File: src/rtl/stream_demux_pkg.sv
// Shared definitions for the stream demultiplexer: slot state encoding,
// default geometry and the select-width helper.
package stream_demux_pkg;

   typedef enum logic {
      EMPTY = 1'b0,
      FULL  = 1'b1
   } slot_state_e;

   localparam int DEF_WIDTH = 8;
   localparam int DEF_N_OUT = 4;

   // Width of the channel index; never narrower than one bit.
   function automatic int sel_w_f(input int n_out);
      int w;
      w = $clog2(n_out);
      if (w < 1) begin
         w = 1;
      end else begin
         w = w;
      end
      return w;
   endfunction

endpackage

File: src/rtl/stream_reg_slice.sv
// One valid/ready register stage. Holds a single payload word and reports
// EMPTY/FULL through out_valid. Loads when in_valid meets in_ready, drains
// when out_ready is seen while FULL; drain and load may happen together.
module stream_reg_slice
   import stream_demux_pkg::*;
#(
   parameter int W = 8
) (
   input  logic         clk,
   input  logic         rst,
   input  logic         in_valid,
   output logic         in_ready,
   input  logic [W-1:0] in_data,
   output logic         out_valid,
   input  logic         out_ready,
   output logic [W-1:0] out_data
);

   slot_state_e  state_r;
   logic [W-1:0] data_r;

   assign in_ready  = (state_r == EMPTY) || out_ready;
   assign out_valid = (state_r == FULL);
   assign out_data  = data_r;

   // Slot state machine: capture on load, release on drain, swap on both.
   always_ff @(posedge clk) begin
      if (rst) begin
         state_r <= EMPTY;
         data_r  <= '0;
      end else begin
         case (state_r)
            EMPTY: begin
               if (in_valid) begin
                  state_r <= FULL;
                  data_r  <= in_data;
               end else begin
                  state_r <= EMPTY;
               end
            end
            FULL: begin
               if (out_ready) begin
                  if (in_valid) begin
                     state_r <= FULL;
                     data_r  <= in_data;
                  end else begin
                     state_r <= EMPTY;
                  end
               end else begin
                  state_r <= FULL;
               end
            end
            default: begin
               state_r <= EMPTY;
               data_r  <= '0;
            end
         endcase
      end
   end

endmodule

File: src/rtl/stream_demux.sv
// Stream demultiplexer: routes each upstream beat to the channel named by
// up_sel through a one-entry output register. Beats addressed past the last
// channel are accepted, discarded and flagged on drop for one cycle.
// Build option STREAM_DEMUX_SKID_EN adds a skid entry so that up_ready comes
// from a flop instead of depending combinationally on down_ready.
module stream_demux
   import stream_demux_pkg::*;
#(
   parameter int WIDTH = DEF_WIDTH,
   parameter int N_OUT = DEF_N_OUT,
   localparam int SEL_W = sel_w_f(N_OUT)
) (
   input  logic             clk,
   input  logic             rst,
   input  logic             up_valid,
   output logic             up_ready,
   input  logic [WIDTH-1:0] up_data,
   input  logic [SEL_W-1:0] up_sel,
   output logic [N_OUT-1:0] down_valid,
   input  logic [N_OUT-1:0] down_ready,
   output logic [WIDTH-1:0] down_data,
   output logic             drop
);

   localparam int               PAY_W   = SEL_W + WIDTH;
   localparam logic [SEL_W:0]   N_OUT_C = (SEL_W + 1)'(N_OUT);

   logic             accept_s;
   logic             in_range_s;
   logic             main_in_valid_s;
   logic             main_in_ready_s;
   logic [PAY_W-1:0] main_in_data_s;
   logic             main_valid_s;
   logic             main_out_ready_s;
   logic [PAY_W-1:0] main_data_s;
   logic [SEL_W-1:0] main_sel_s;
   logic [N_OUT-1:0] down_valid_s;
   logic             drop_r;

   assign in_range_s = ({1'b0, up_sel} < N_OUT_C);
   assign main_sel_s = main_data_s[PAY_W-1:WIDTH];

`ifdef STREAM_DEMUX_SKID_EN
   logic             up_ready_r;
   logic             skid_in_valid_s;
   logic             skid_in_ready_s;
   logic             skid_full_s;
   logic [PAY_W-1:0] skid_data_s;
   logic             skid_full_next_s;

   assign up_ready = up_ready_r & ~rst;
   assign accept_s = up_valid & up_ready;

   // Older skid beat always goes first; new beats bypass only an empty skid.
   assign main_in_valid_s = skid_full_s | (accept_s & in_range_s);
   assign main_in_data_s  = skid_full_s ? skid_data_s : {up_sel, up_data};
   assign skid_in_valid_s = accept_s & in_range_s & ~main_in_ready_s & skid_in_ready_s;

   assign skid_full_next_s = skid_full_s ? ~main_in_ready_s : skid_in_valid_s;

   stream_reg_slice #(.W(PAY_W)) u_skid (
      .clk       (clk),
      .rst       (rst),
      .in_valid  (skid_in_valid_s),
      .in_ready  (skid_in_ready_s),
      .in_data   ({up_sel, up_data}),
      .out_valid (skid_full_s),
      .out_ready (main_in_ready_s),
      .out_data  (skid_data_s)
   );

   // Registered upstream ready: low only while the skid entry will be occupied.
   always_ff @(posedge clk) begin
      if (rst) begin
         up_ready_r <= 1'b1;
      end else begin
         up_ready_r <= ~skid_full_next_s;
      end
   end
`else
   assign up_ready        = main_in_ready_s & ~rst;
   assign accept_s        = up_valid & up_ready;
   assign main_in_valid_s = accept_s & in_range_s;
   assign main_in_data_s  = {up_sel, up_data};
`endif

   stream_reg_slice #(.W(PAY_W)) u_main (
      .clk       (clk),
      .rst       (rst),
      .in_valid  (main_in_valid_s),
      .in_ready  (main_in_ready_s),
      .in_data   (main_in_data_s),
      .out_valid (main_valid_s),
      .out_ready (main_out_ready_s),
      .out_data  (main_data_s)
   );

   // One-hot channel valid decoded from the held destination.
   always_comb begin
      down_valid_s = '0;
      for (int i = 0; i < N_OUT; i++) begin
         if (main_valid_s && (main_sel_s == SEL_W'(i))) begin
            down_valid_s[i] = 1'b1;
         end else begin
            down_valid_s[i] = 1'b0;
         end
      end
   end

   // Only the ready of the channel currently offered can drain the register.
   assign main_out_ready_s = |(down_ready & down_valid_s);

   // Drop pulse follows the cycle in which an out-of-range beat was accepted.
   always_ff @(posedge clk) begin
      if (rst) begin
         drop_r <= 1'b0;
      end else begin
         drop_r <= accept_s & ~in_range_s;
      end
   end

   assign down_valid = down_valid_s;
   assign down_data  = main_data_s[WIDTH-1:0];
   assign drop       = drop_r;

endmodule

File: config.mk
export PLATFORM = sky130hd
export DESIGN_NAME = stream_demux
export DESIGN_NICKNAME = d
export VERILOG_FILES = /design/src/rtl/stream_demux_pkg.sv /design/src/rtl/stream_reg_slice.sv /design/src/rtl/stream_demux.sv
export SDC_FILE = /design/constraint.sdc
export NUM_CORES = 1
export LEC_CHECK = 0
export ABC_AREA = 1
export BUFFER_PORTS_ARGS = -buffer_cell sky130_fd_sc_hd__buf_2
export CORE_MARGIN = 3
export CORE_UTILIZATION = 46
export CTS_BUF_LIST = sky130_fd_sc_hd__clkbuf_8
export DETAILED_ROUTE_END_ITERATION = 8
export PLACE_DENSITY = 0.77
export SLEW_MARGIN = 20
export SYNTH_ARGS = -nofsm -noshare
export SYNTH_HDL_FRONTEND = slang
export SYNTH_SLANG_ARGS = --single-unit
export TNS_END_PERCENT = 10
File: constraint.sdc
create_clock -name clk -period 1.8 [get_ports clk]
set_clock_uncertainty 0.05 [all_clocks]
set_input_delay 0.18 -clock clk [delete_from_list [all_inputs] [get_ports clk]]
set_output_delay 0.18 -clock clk [all_outputs]
set_load 0.02 [all_outputs]
=== Yosys cells after proc, flatten, opt, wreduce, memory -nomap -nowiden ===
Index checks and enable logic that the tools add are counted.

* Input bits: 17
* Bits in registers: 11
* Output and inout port bits: 14

* Bitwise gates (word level): 5
* Reductions and logical operators: 7
* Muxes and demuxes: 10
* Equality and inequality tests: 4

{| class="wikitable"
|+ Operator list
! operator !! count
|-
| 10-bit 2-to-1 mux || 2
|-
| 10-bit case mux with 2 select lines || 1
|-
| 1-bit 2-to-1 mux || 6
|-
| 4-bit AND || 1
|-
| 2-bit equality test, second input constant || 2
|-
| 1-bit logical AND || 4
|-
| 4-bit OR reduction || 1
|-
| 1-bit AND || 2
|-
| 2-bit by 1-bit equality test with 1-bit output, second input constant || 1
|-
| 2-bit logical NOT || 1
|-
| 2-bit by 1-bit != test with 1-bit output, second input constant || 1
|-
| 1-bit NOT || 2
|-
| 1-bit case mux with 2 select lines || 1
|-
| 1-bit logical OR || 1
|}

=== Logic depth before layout (Yosys ltp) ===
* Word-level depth: 11
* Mapped depth: 8
* Depth with buffers taken out: 8

=== Hierarchy ===
Synthesis repeated with hierarchy kept, for this count alone.

* Cell total of the unflattened synthesis: 95
* Area total of the unflattened synthesis: 609.3 µm²

{| class="wikitable"
|+ By module, submodules not included
! module !! sequential area each (µm²) !! times used !! area each (µm²) !! cells an instance
|-
| stream_reg_slice || 220.2 || 1 || 499.2 || 70
|-
| stream_demux || 0.0 || 1 || 110.1 || 25
|}

=== Worst setup path after synthesis ===
Ideal clock, no wire load.

* Kind: register to output
* From: register u_main.data_r[9] (netlist: u_main.out_data[9])
* To: output up_ready
* Path buffers: 0
* Setup slack: 0.567 ns
* Required time: 1.570 ns
* Stages on the path, launching flop included: 5
* Arrival: 1.003 ns
* Cells stage by stage: dfxtp_1 nand2_1 o21bai_1 nor2_1 a21oi_1

* Word-level cells in the longest chain between the ends: 7

{| class="wikitable"
|+ RTL lines
! what !! RTL line !! text
|-
| start, declared || stream_reg_slice.sv:20 || <nowiki>logic [W-1:0] data_r;</nowiki>
|-
| start signal, assigned || stream_reg_slice.sv:36 || <nowiki>data_r <= in_data;</nowiki>
|-
| start signal, assigned || stream_reg_slice.sv:45 || <nowiki>data_r <= in_data;</nowiki>
|-
| 2-bit by 1-bit equality test with 1-bit output, or another cell as far along || stream_demux.sv:102 || <nowiki>if (main_valid_s && (main_sel_s == SEL_W'(i))) begin</nowiki>
|-
| 1-bit logical AND || stream_demux.sv:102 ||
|-
| 1-bit 2-to-1 mux || stream_demux.sv:102 ||
|-
| 4-bit AND (*) || stream_demux.sv:111 || <nowiki>assign main_out_ready_s = |(down_ready & down_valid_s);</nowiki>
|-
| 4-bit OR reduction (*) || stream_demux.sv:111 ||
|-
| 1-bit logical OR (*) || stream_reg_slice.sv:22 || <nowiki>assign in_ready = (state_r == EMPTY) || out_ready;</nowiki>
|-
| 1-bit AND (*) || stream_demux.sv:81 || <nowiki>assign up_ready = main_in_ready_s & ~rst;</nowiki>
|-
| end, declared || stream_demux.sv:16 || <nowiki>output logic up_ready,</nowiki>
|}

Mark *: on every way between the ends. The rest lies on a longest branch, timed or not.

=== Final worst setup path ===
Same ends and word-level chain as after synthesis.

==> metrics <==
outcome=complete, no violations; Filler Cells Inserted=122; port bufs=29; Final Slew Violations=0; leakage=approximately 0.00043 uW; antenna-violating nets left=0; cell count after synthesis=98; worst reg2reg path depth=7; VDD IR-drop max=between 0.5 and 0.6 mV; critical setup path kind=flop to output port; RSZ-0062 raised after global routing=no; Startpoint Class=flop; clock network latency to the later pin of the worst-skew pair=~0.24 ns; reg2reg setup slack=approximately 0.28 ns; First-pass DRT Iterations=4; Seq/Total Area, Yosys=34.2%; MaxCap Viol Count=0; Worst setup EP type=output port; YS warnings=0; via count=approximately 610; drt initial violations=15; # IOs=31; Max Used Layer=met4; Layout Nets=136; FF+latch area=220 um2; die span in y=approximately 43 um; core area=~1200 um2; most frequent cell after synthesis=nand2_1; DRC viols=0; Post-synth top cells=nand2_1 (23), inv_1 (15), nor2_1 (14); # clock sinks=11; clock-pin slew on the worst setup and hold paths=0.05 ns; cell area after layout=763 um2; CTS Hold Bufs=0; vias in the first global route=551; Setup violations, final=0; diode count=0; metal2 WL=approximately 650 um; drt total wl=1360 um; largest area contributor in the netlist=dfxtp_1; Clock Tree Buf Depth=2; post-layout util=between 60% and 70%; Num CTS Buffers=3; initial antenna violation count=0; WL met1=605 um; Placer Congestion=0.692; P&R area growth vs syn=18.4%; Total GRT Usage=16.6%; FMAX=0.656 GHz; critical path startpoint=u_main.out_data[9]; Starting Density=53.6%; Synth Register Bits=11; Reg2Reg Launch Point=u_main.out_data[9]; top post-synthesis cells by area=dfxtp_1 (34%), nand2_1 (13%), nand4_1 (11%); placed cell area=717 um2; Post-Syn Area=644 um2; fin crit period=approximately 1.5 ns; post-cts resize count=0; Final TNS setup=0 ns; pwr dens=862 nW/um2; fin crit share=84.7%; Mapped Avg Cell Area=6.58 um2; layout cell share with drive strength beyond 1=32.2%; critical path data arrival time=1.29 ns; CTS Root Cell=clkbuf_8; die area=1890 um2; Vias/cell=4.64; first-pass GRT wire length=around 2400 um; Cell variety after synth=18; footprint of the multi-input gates=274 um2; H-tree Lvls=1; HP Class=primary input to flop; standard-cell rows=12; Net Count, Synth=around 120; post-DP HPWL=984 um; capture point of the worst reg-to-reg path=u_main.out_data[4]; CP Capture Point=up_ready; met3 WL=89 um; Post-synth EDFFs=0; CTS tree=yes; area share of the largest cell type after synthesis=between 30% and 40%; Post CTS Setup Buffer Count=0; Die X-Extent=about 43 um; Hold Path Origin=up_data[2]; largest net degree at the start of global routing=14; CP max FO=7; WP data required=around 1.6 ns; final count of hold timing violations=0; predominant post-synthesis flop cell=dfxtp_1; ys async rst share=0%; grt total ovfl=0; routed len/inst=10.3 um
[flip-flops by register name, summed over array words and instances (netlist names)]
| name | flops |
|---|---|
| u_main.out_data | 10 |
| u_main.out_valid | 1 |
[area by class of cell]
type | count | share of cell area, %
multi-input combinational | 58 | 35.9
sequential | 11 | 28.9
timing repair buffer | 29 | 19.0
inverter | 16 | 7.87
clock buffer | 3 | 5.41
tap | 14 | 2.30
clock inverter | 1 | 0.656
[worst max-delay path: stages, from the launching register on]
cell and delay [ns]:
dfxtp_1 0.46, nand2_1 0.08, o21bai_1 0.14, nor2_1 0.09, a21oi_1 0.11, buf_2 0.17
[routing by layer]
layer / up-vias / GRT usage (%)
met5: - / 0
met4: 0 / 7.23
met1: 256 / 23.0
li1: 335 / -
met3: 4 / 3.73
met2: 18 / 24.5
[kinds of logic (layout without fill, tap and decap cells)]
logic type | Yosys count | count (layout) | synth area share, %
AND/OR/NAND/NOR | 54 | 54 | 38.6
buffers and inverters | 29 | 49 | 23.3
flip-flops | 11 | 11 | 34.2
AO/OA/AOI/OAI | 3 | 3 | 3.30
other | 1 | 1 | 0.582
[worst min-delay path by stage]
| stage | endpoint | cells past startpoint |
|---|---|---|
| 6_report | u_main.out_data[2] | 3 |
| 2_1_floorplan | u_main.out_valid | 2 |
| 5_1_grt | u_main.out_data[1] | 3 |
| 3_3_place_gp | u_main.out_data[2] | 3 |
| 3_5_place_dp | u_main.out_data[8] | 3 |
| 4_1_cts | u_main.out_data[2] | 3 |
[per-stage QoR]
stage,std cells,setup slack (ns),hold slack [ns],power (uW)
detailed placement,128,0.304,0.381,415
finish,132,0.275,0.132,658
global placement,128,0.323,0.377,414
floorplan,98,0.567,0.274,393
global route,132,0.0787,0.135,696
CTS,132,0.264,0.131,663
[layout by cell type (no fill, tap or decap)]
| cell type | count |
|---|---|
| buf_2 | 29 |
| nand2_2 | 1 |
| a21oi_1 | 1 |
| dfxtp_1 | 11 |
| inv_2 | 1 |
| nor3_2 | 1 |
| o21bai_1 | 1 |
| nor2_1 | 14 |
| nand4_1 | 11 |
| nand2_1 | 23 |
| nand3_1 | 1 |
| conb_1 | 1 |
| nand3_2 | 1 |
| clkbuf_8 | 3 |
| nor3_1 | 2 |
| a21oi_2 | 1 |
| clkinv_2 | 1 |
| inv_1 | 15 |
[power by group]
group	switching (uW)	leakage, uW	internal (uW)
Sequential	14.8	0.0000908	264
Combinational	85.7	0.000313	47.0
Clock	94.9	0.0000255	152
(Power assumes the default switching activity.)
